===== config.mk =====
export PLATFORM = sky130hd
export DESIGN_NAME = rob_cmt_sched
export DESIGN_NICKNAME = d
export VERILOG_FILES = /design/src/rtl/rob_cmt_sched_pkg.sv /design/src/rtl/cmt_window_calc.sv /design/src/rtl/rob_cmt_sched.sv
export SDC_FILE = /design/constraint.sdc
export NUM_CORES = 1
export LEC_CHECK = 0
export CAP_MARGIN = 20
export CORE_ASPECT_RATIO = 0.75
export CORE_MARGIN = 2
export CORE_UTILIZATION = 46
export CTS_CLUSTER_SIZE = 20
export DETAILED_ROUTE_END_ITERATION = 12
export GPL_ROUTABILITY_DRIVEN = 0
export HOLD_SLACK_MARGIN = 0.03
export PLACE_DENSITY = 0.84
export SLEW_MARGIN = 20
export SYNTH_ARGS = -nofsm -noshare
export SYNTH_HDL_FRONTEND = slang
export SYNTH_SLANG_ARGS = --single-unit

===== constraint.sdc =====
create_clock -name clk -period 4.9 [get_ports clk]
set_input_delay 0.49 -clock clk [delete_from_list [all_inputs] [get_ports clk]]
set_output_delay 0.49 -clock clk [all_outputs]
set_load 0.005 [all_outputs]

===== src/rtl/rob_cmt_sched_pkg.sv =====
// rtl/rob_cmt_sched_pkg.sv - shared state encoding and widths for the commit scheduler
package rob_cmt_sched_pkg;

   typedef enum logic [1:0] {
      ST_RUN   = 2'd0,
      ST_FLUSH = 2'd1,
      ST_DRAIN = 2'd2
   } cmt_state_e;

   localparam int DRAIN_CNT_W = 4;

endpackage


===== src/rtl/cmt_window_calc.sv =====
// rtl/cmt_window_calc.sv - combinational retire window: length and first store position
module cmt_window_calc #(
   parameter int P = 1,
   localparam int CW = 1 << P,
   localparam int LW = P + 1,
   localparam int IW = (P > 0) ? P : 1
) (
   input  logic [CW-1:0] i_valid,
   input  logic [CW-1:0] i_fls,
   input  logic [CW-1:0] i_store,
   output logic [LW-1:0] o_len,
   output logic [IW-1:0] o_store_idx,
   output logic          o_store_found
);

   logic w_stop;

   // Window closes at the first invalid slot, before a second store, or just after a flush slot.
   always_comb begin
      o_len         = '0;
      o_store_idx   = '0;
      o_store_found = 1'b0;
      w_stop        = 1'b0;
      for (int i = 0; i < CW; i++) begin
         if (!w_stop) begin
            if (!i_valid[i] || (i_store[i] && o_store_found)) begin
               w_stop = 1'b1;
            end else begin
               if (i_store[i]) begin
                  o_store_found = 1'b1;
                  o_store_idx   = IW'(i);
               end
               o_len = LW'(i + 1);
               if (i_fls[i]) begin
                  w_stop = 1'b1;
               end
            end
         end
      end
   end

endmodule


===== src/rtl/rob_cmt_sched.sv =====
// rtl/rob_cmt_sched.sv - ROB commit scheduler: in-order retire, store handshake, flush/drain sequencing
module rob_cmt_sched
   import rob_cmt_sched_pkg::*;
#(
   parameter int CONFIG_P_COMMIT_WIDTH = 1,
   parameter int CONFIG_PC_W           = 30,
   parameter int CONFIG_DRAIN_CYCLES   = 2,
   localparam int CW = 1 << CONFIG_P_COMMIT_WIDTH,
   localparam int LW = CONFIG_P_COMMIT_WIDTH + 1,
   localparam int IW = (CONFIG_P_COMMIT_WIDTH > 0) ? CONFIG_P_COMMIT_WIDTH : 1
) (
   input  logic                      clk,
   input  logic                      rst,
   input  logic [CW-1:0]             cmt_valid,
   input  logic [CW-1:0]             cmt_fls,
   input  logic [CW-1:0]             cmt_is_store,
   input  logic [CONFIG_PC_W*CW-1:0] cmt_fls_tgt,
   input  logic                      halt,
   output logic                      stb_req,
   input  logic                      stb_ack,
   output logic [LW-1:0]             cmt_pop_size,
   output logic                      flush,
   output logic [CONFIG_PC_W-1:0]    flush_tgt,
   output logic [31:0]               retire_cnt
);

   cmt_state_e             r_state;
   cmt_state_e             w_next;
   logic [DRAIN_CNT_W-1:0] r_drain;
   logic [DRAIN_CNT_W-1:0] w_drain_nxt;
   logic [CONFIG_PC_W-1:0] r_tgt;
   logic [31:0]            r_cnt;

   logic [LW-1:0]          w_len;
   logic [IW-1:0]          w_st_idx;
   logic                   w_st_found;
   logic [LW-1:0]          w_pop;
   logic [IW-1:0]          w_last;
   logic                   w_fls_pop;
   logic [CONFIG_PC_W-1:0] w_tgt_sel;

   cmt_window_calc #(
      .P (CONFIG_P_COMMIT_WIDTH)
   ) u_window (
      .i_valid       (cmt_valid),
      .i_fls         (cmt_fls),
      .i_store       (cmt_is_store),
      .o_len         (w_len),
      .o_store_idx   (w_st_idx),
      .o_store_found (w_st_found)
   );

   always_comb begin
      w_next      = r_state;
      w_drain_nxt = r_drain;
      w_pop       = '0;
      w_last      = '0;
      w_fls_pop   = 1'b0;
      w_tgt_sel   = '0;
      stb_req     = 1'b0;
      flush       = 1'b0;
      case (r_state)
         ST_RUN: begin
            if (!halt) begin
               if (w_st_found) begin
                  stb_req = 1'b1;
                  w_pop   = stb_ack ? w_len : LW'(w_st_idx);
               end else begin
                  w_pop = w_len;
               end
               // A flush slot can only be the last slot of the window, so check the last popped one.
               w_last    = IW'(w_pop - LW'(1));
               w_tgt_sel = cmt_fls_tgt[w_last*CONFIG_PC_W +: CONFIG_PC_W];
               if ((w_pop != '0) && cmt_fls[w_last]) begin
                  w_fls_pop = 1'b1;
                  w_next    = ST_FLUSH;
               end
            end
         end
         ST_FLUSH: begin
            flush       = 1'b1;
            w_drain_nxt = DRAIN_CNT_W'(CONFIG_DRAIN_CYCLES);
            w_next      = ST_DRAIN;
         end
         ST_DRAIN: begin
            w_drain_nxt = r_drain - DRAIN_CNT_W'(1);
            if (r_drain <= DRAIN_CNT_W'(1)) begin
               w_next = ST_RUN;
            end
         end
         default: begin
            w_next = ST_RUN;
         end
      endcase
   end

   always_ff @(posedge clk or posedge rst) begin
      if (rst) begin
         r_state <= ST_RUN;
         r_drain <= '0;
         r_tgt   <= '0;
         r_cnt   <= '0;
      end else begin
         r_state <= w_next;
         r_drain <= w_drain_nxt;
         if (w_fls_pop) begin
            r_tgt <= w_tgt_sel;
         end
         r_cnt <= r_cnt + 32'(w_pop);
      end
   end

   assign cmt_pop_size = w_pop;
   assign flush_tgt    = r_tgt;
   assign retire_cnt   = r_cnt;

endmodule


==> metrics.md <==
| Metric | Value |
|---|---|
| Status | finished, final reports clean |
| Num CTS Buffers | 9 |
| Clk root buf | clkbuf_8 |
| Antenna-violating nets left | 0 |
| CP cell instances | clkdlybuf4s50_1 -> nand2b_1 -> nand2_1 -> a21oi_4 -> and3b_1 -> ha_1 -> inv_1 -> fa_1 -> and3b_1 -> nand2_1 -> nor2_1 -> nand3_1 -> xnor2_1 |
| H-tree depth | 3 |
| Yosys warns | 0 |
| Fillers | 524 |
| Worst setup margin | 1.79 ns |
| Grt met1 use | 28.2% |
| Worst vdd ir | 0.232 mV |
| Initial antenna violation count | 0 |
| Worst setup path start | stb_ack |
| CTS Sinks | 68 |
| Design area | 0.00492 mm² |
| Adder-cell share of the synthesized area | 3.28% |
| Capturing point of the worst reg2reg path | retire_cnt[16] |
| R2R Setup Slk | 2.06 ns |
| Mux cell area share after synthesis | 9.50% |
| Core area | 0.00686 mm² |
| Compound-gate portion of the synthesized area | 7.29% |
| Placed Cells | 532 |
| CP Data Required Time | 5.12 ns |
| Arr. time, crit path | 3.33 ns |
| Tot GR Track Use | 21.5% |
| Clk_skew | 0.0125 ns |
| Worst skew pair latency | 0.35 ns |
| Worst Setup EP | retire_cnt[16] |
| Area growth from synthesis to layout | 50.1% |
| Crit path max-delay family | simple AND/OR/NAND/NOR gates |
| Vias in the first global route | 2640 |
| EDFF count, synth | 0 |
| Via count | 2636 |
| CP Depth | 13 |
| Drt pass-1 iters | 4 |
| Power Dens Cells | 377 mW/mm² |
| Die Ht | 77.1 µm |
| Reg2reg start | r_state[0] |
| Detail Placement HPWL | 5.85 mm |
| Cells after synthesis | 306 |
| R2R cell count | 11 |
| Routing usage on met3 | 8.57% |
| GR Layer Usage met2 | 32.8% |
| Initial Utilization | 47.8% |
| Slew Limit Fails | 0 |
| Fin crit share | 63.5% |
| LEAKAGE | 0.00220 µW |
| CP Buf/Inv Count | 2 |
| Max_slew headroom | 62.4% |
| XOR/XNOR share of the synthesized area | 8.01% |
| Ys flop type | dfrtp_1 |
| Setup crit start kind | input port |
| Dpl ws | 1.47 ns |
| Total Wirelength | 7.53 mm |
| IO buf count | 135 |
| Clock buffer depth | 2 |
| Main combinational cell family by area after synthesis | simple AND/OR/NAND/NOR gates |
| Commonest non-fill, non-tap cell in the layout | clkdlybuf4s50_1 |
| IO Pins | 136 |
| DR DRC count | 0 |
| Initial DRC count | 75 |
| CP max stage delay | 0.47 ns |
| Worst-path clk slew | 0.08 ns |
| Largest net degree at the start of global routing | 61 |
| Setup TNS | 0 ns |
| TritonCTS clock tree | done |
| Layout Cells excl Fill | 548 |
| Fmax | 322 MHz |
| Num rows | 26 |
| Count of different cell masters after synthesis | 39 |
| Placement-stage cell area | 0.00475 mm² |
| Syn Area/Cell | 10.7 µm² |
| Die W | 101 µm |
| Most frequent cells in the layout | clkdlybuf4s50_1 (135), dfrtp_1 (68), nand2_1 (47) |
| Register bit total from synthesis | 68 |
| Cell Area, Synth | 0.00328 mm² |
| Routed length per instance | 13.7 µm |
| Fin crit period | 3.11 ns |
| Post-Synth Simple-Gate Area | 16.8% |
| Post-layout util | 71.7% |
| Crit. End Element | flip-flop |
| RSZ-0062 raised after global routing | false |
| Worst Hold Class | flip-flop to flip-flop |
| Vias per inst | 4.81 |
| CTS Hold Bufs | 0 |
| Net count, final | 523 |
| Total congestion overflow | 0 |
| N_diodes | 0 |
| GRT busiest layer | met2 |
| Layout cell share with drive strength beyond 1 | 7.78% |
| Async SR Flop Fraction | 100% |
| Setup-failing EPs final | 0 |
| Hold depth | 1 |
| Worst-path maximum fanout | 6 |
| Max-cap viol count | 0 |
| Number of setup buffers added after CTS | 0 |
| Worst path slowest cell | clkdlybuf4s50_1 |
| Final number of hold-violating endpoints | 0 |
| First-pass GRT wire length | 12.9 mm |
| Die Area | 0.00783 mm² |
| CP Class | input port to flip-flop |
| Slew at the pin with the worst max-slew slack | 0.564 ns |
| Resize count post-CTS | 0 |
| Syn_nets | 384 |
| Sequential fraction of the synthesis area | 51.9% |
sequential cells by signal, indices dropped and copies added, names as in the netlist:
name	count
flush_tgt	30
r_drain	4
r_state	2
retire_cnt	32
worst min-delay path by stage:
stage / start / to / slack, ns
floorplan: r_drain[3] / r_drain[3] / 0.45
global placement: retire_cnt[31] / retire_cnt[31] / 0.46
detailed placement: retire_cnt[31] / retire_cnt[31] / 0.46
CTS: retire_cnt[31] / retire_cnt[31] / 0.47
global route: retire_cnt[31] / retire_cnt[31] / 0.49
finish: retire_cnt[31] / retire_cnt[31] / 0.47
synth_stat cells (4+ instances only):
library cell / count / area (µm²)
and3_2: 4 / 30.0
dfrtp_1: 68 / 1700
nand3_1: 12 / 60.1
o21ai_0: 31 / 155
xor2_1: 8 / 70.1
ha_1: 7 / 87.6
nand2_1: 47 / 176
xnor2_1: 22 / 193
mux2i_1: 30 / 300
nand4_1: 6 / 37.5
inv_1: 14 / 52.6
nor2_1: 11 / 41.3
stage by stage:
step                hold WS [ns]  power, µW
finish                     0.468       1860
global placement           0.455       1430
CTS                        0.473       1880
global route               0.491       1980
detailed placement         0.460       1460
floorplan                  0.452       1040
cell families after synthesis:
logic type | count (synthesis)
multiplexers | 31
flip-flops | 68
XOR/XNOR | 30
AND/OR/NAND/NOR | 101
AO/OA/AOI/OAI | 44
adder cells (fa/ha/maj) | 8
buffers and inverters | 24
metal layers:
layer	share of wire, %	vias up	wire (µm)
met5	0	-	0
met4	0.86	0	65
met3	7.8	7	584
met2	48	89	3600
met1	44	1214	3280
li1	-	1326	-
power by group:
| group | leakage, µW | switching (µW) | total (µW) | internal (µW) |
|---|---|---|---|---|
| logic | 0.00124 | 246 | 630 | 384 |
| registers | 0.000868 | 97.9 | 808 | 710 |
| clock network | 0.0000885 | 222 | 418 | 196 |
| total | 0.00220 | 565 | 1860 | 1290 |
layout make-up:
type / count / area [µm²] / area share [%]
Clock buffer: 10 / 138 / 2.80
Tap cell: 98 / 123 / 2.49
Clock inverter: 6 / 38.8 / 0.788
Inverter: 14 / 52.6 / 1.07
Timing Repair Buffer: 138 / 1370 / 27.9
Multi-Input combinational cell: 214 / 1500 / 30.4
Sequential cell: 68 / 1700 / 34.6
Power figures use the tool's default switching activity.
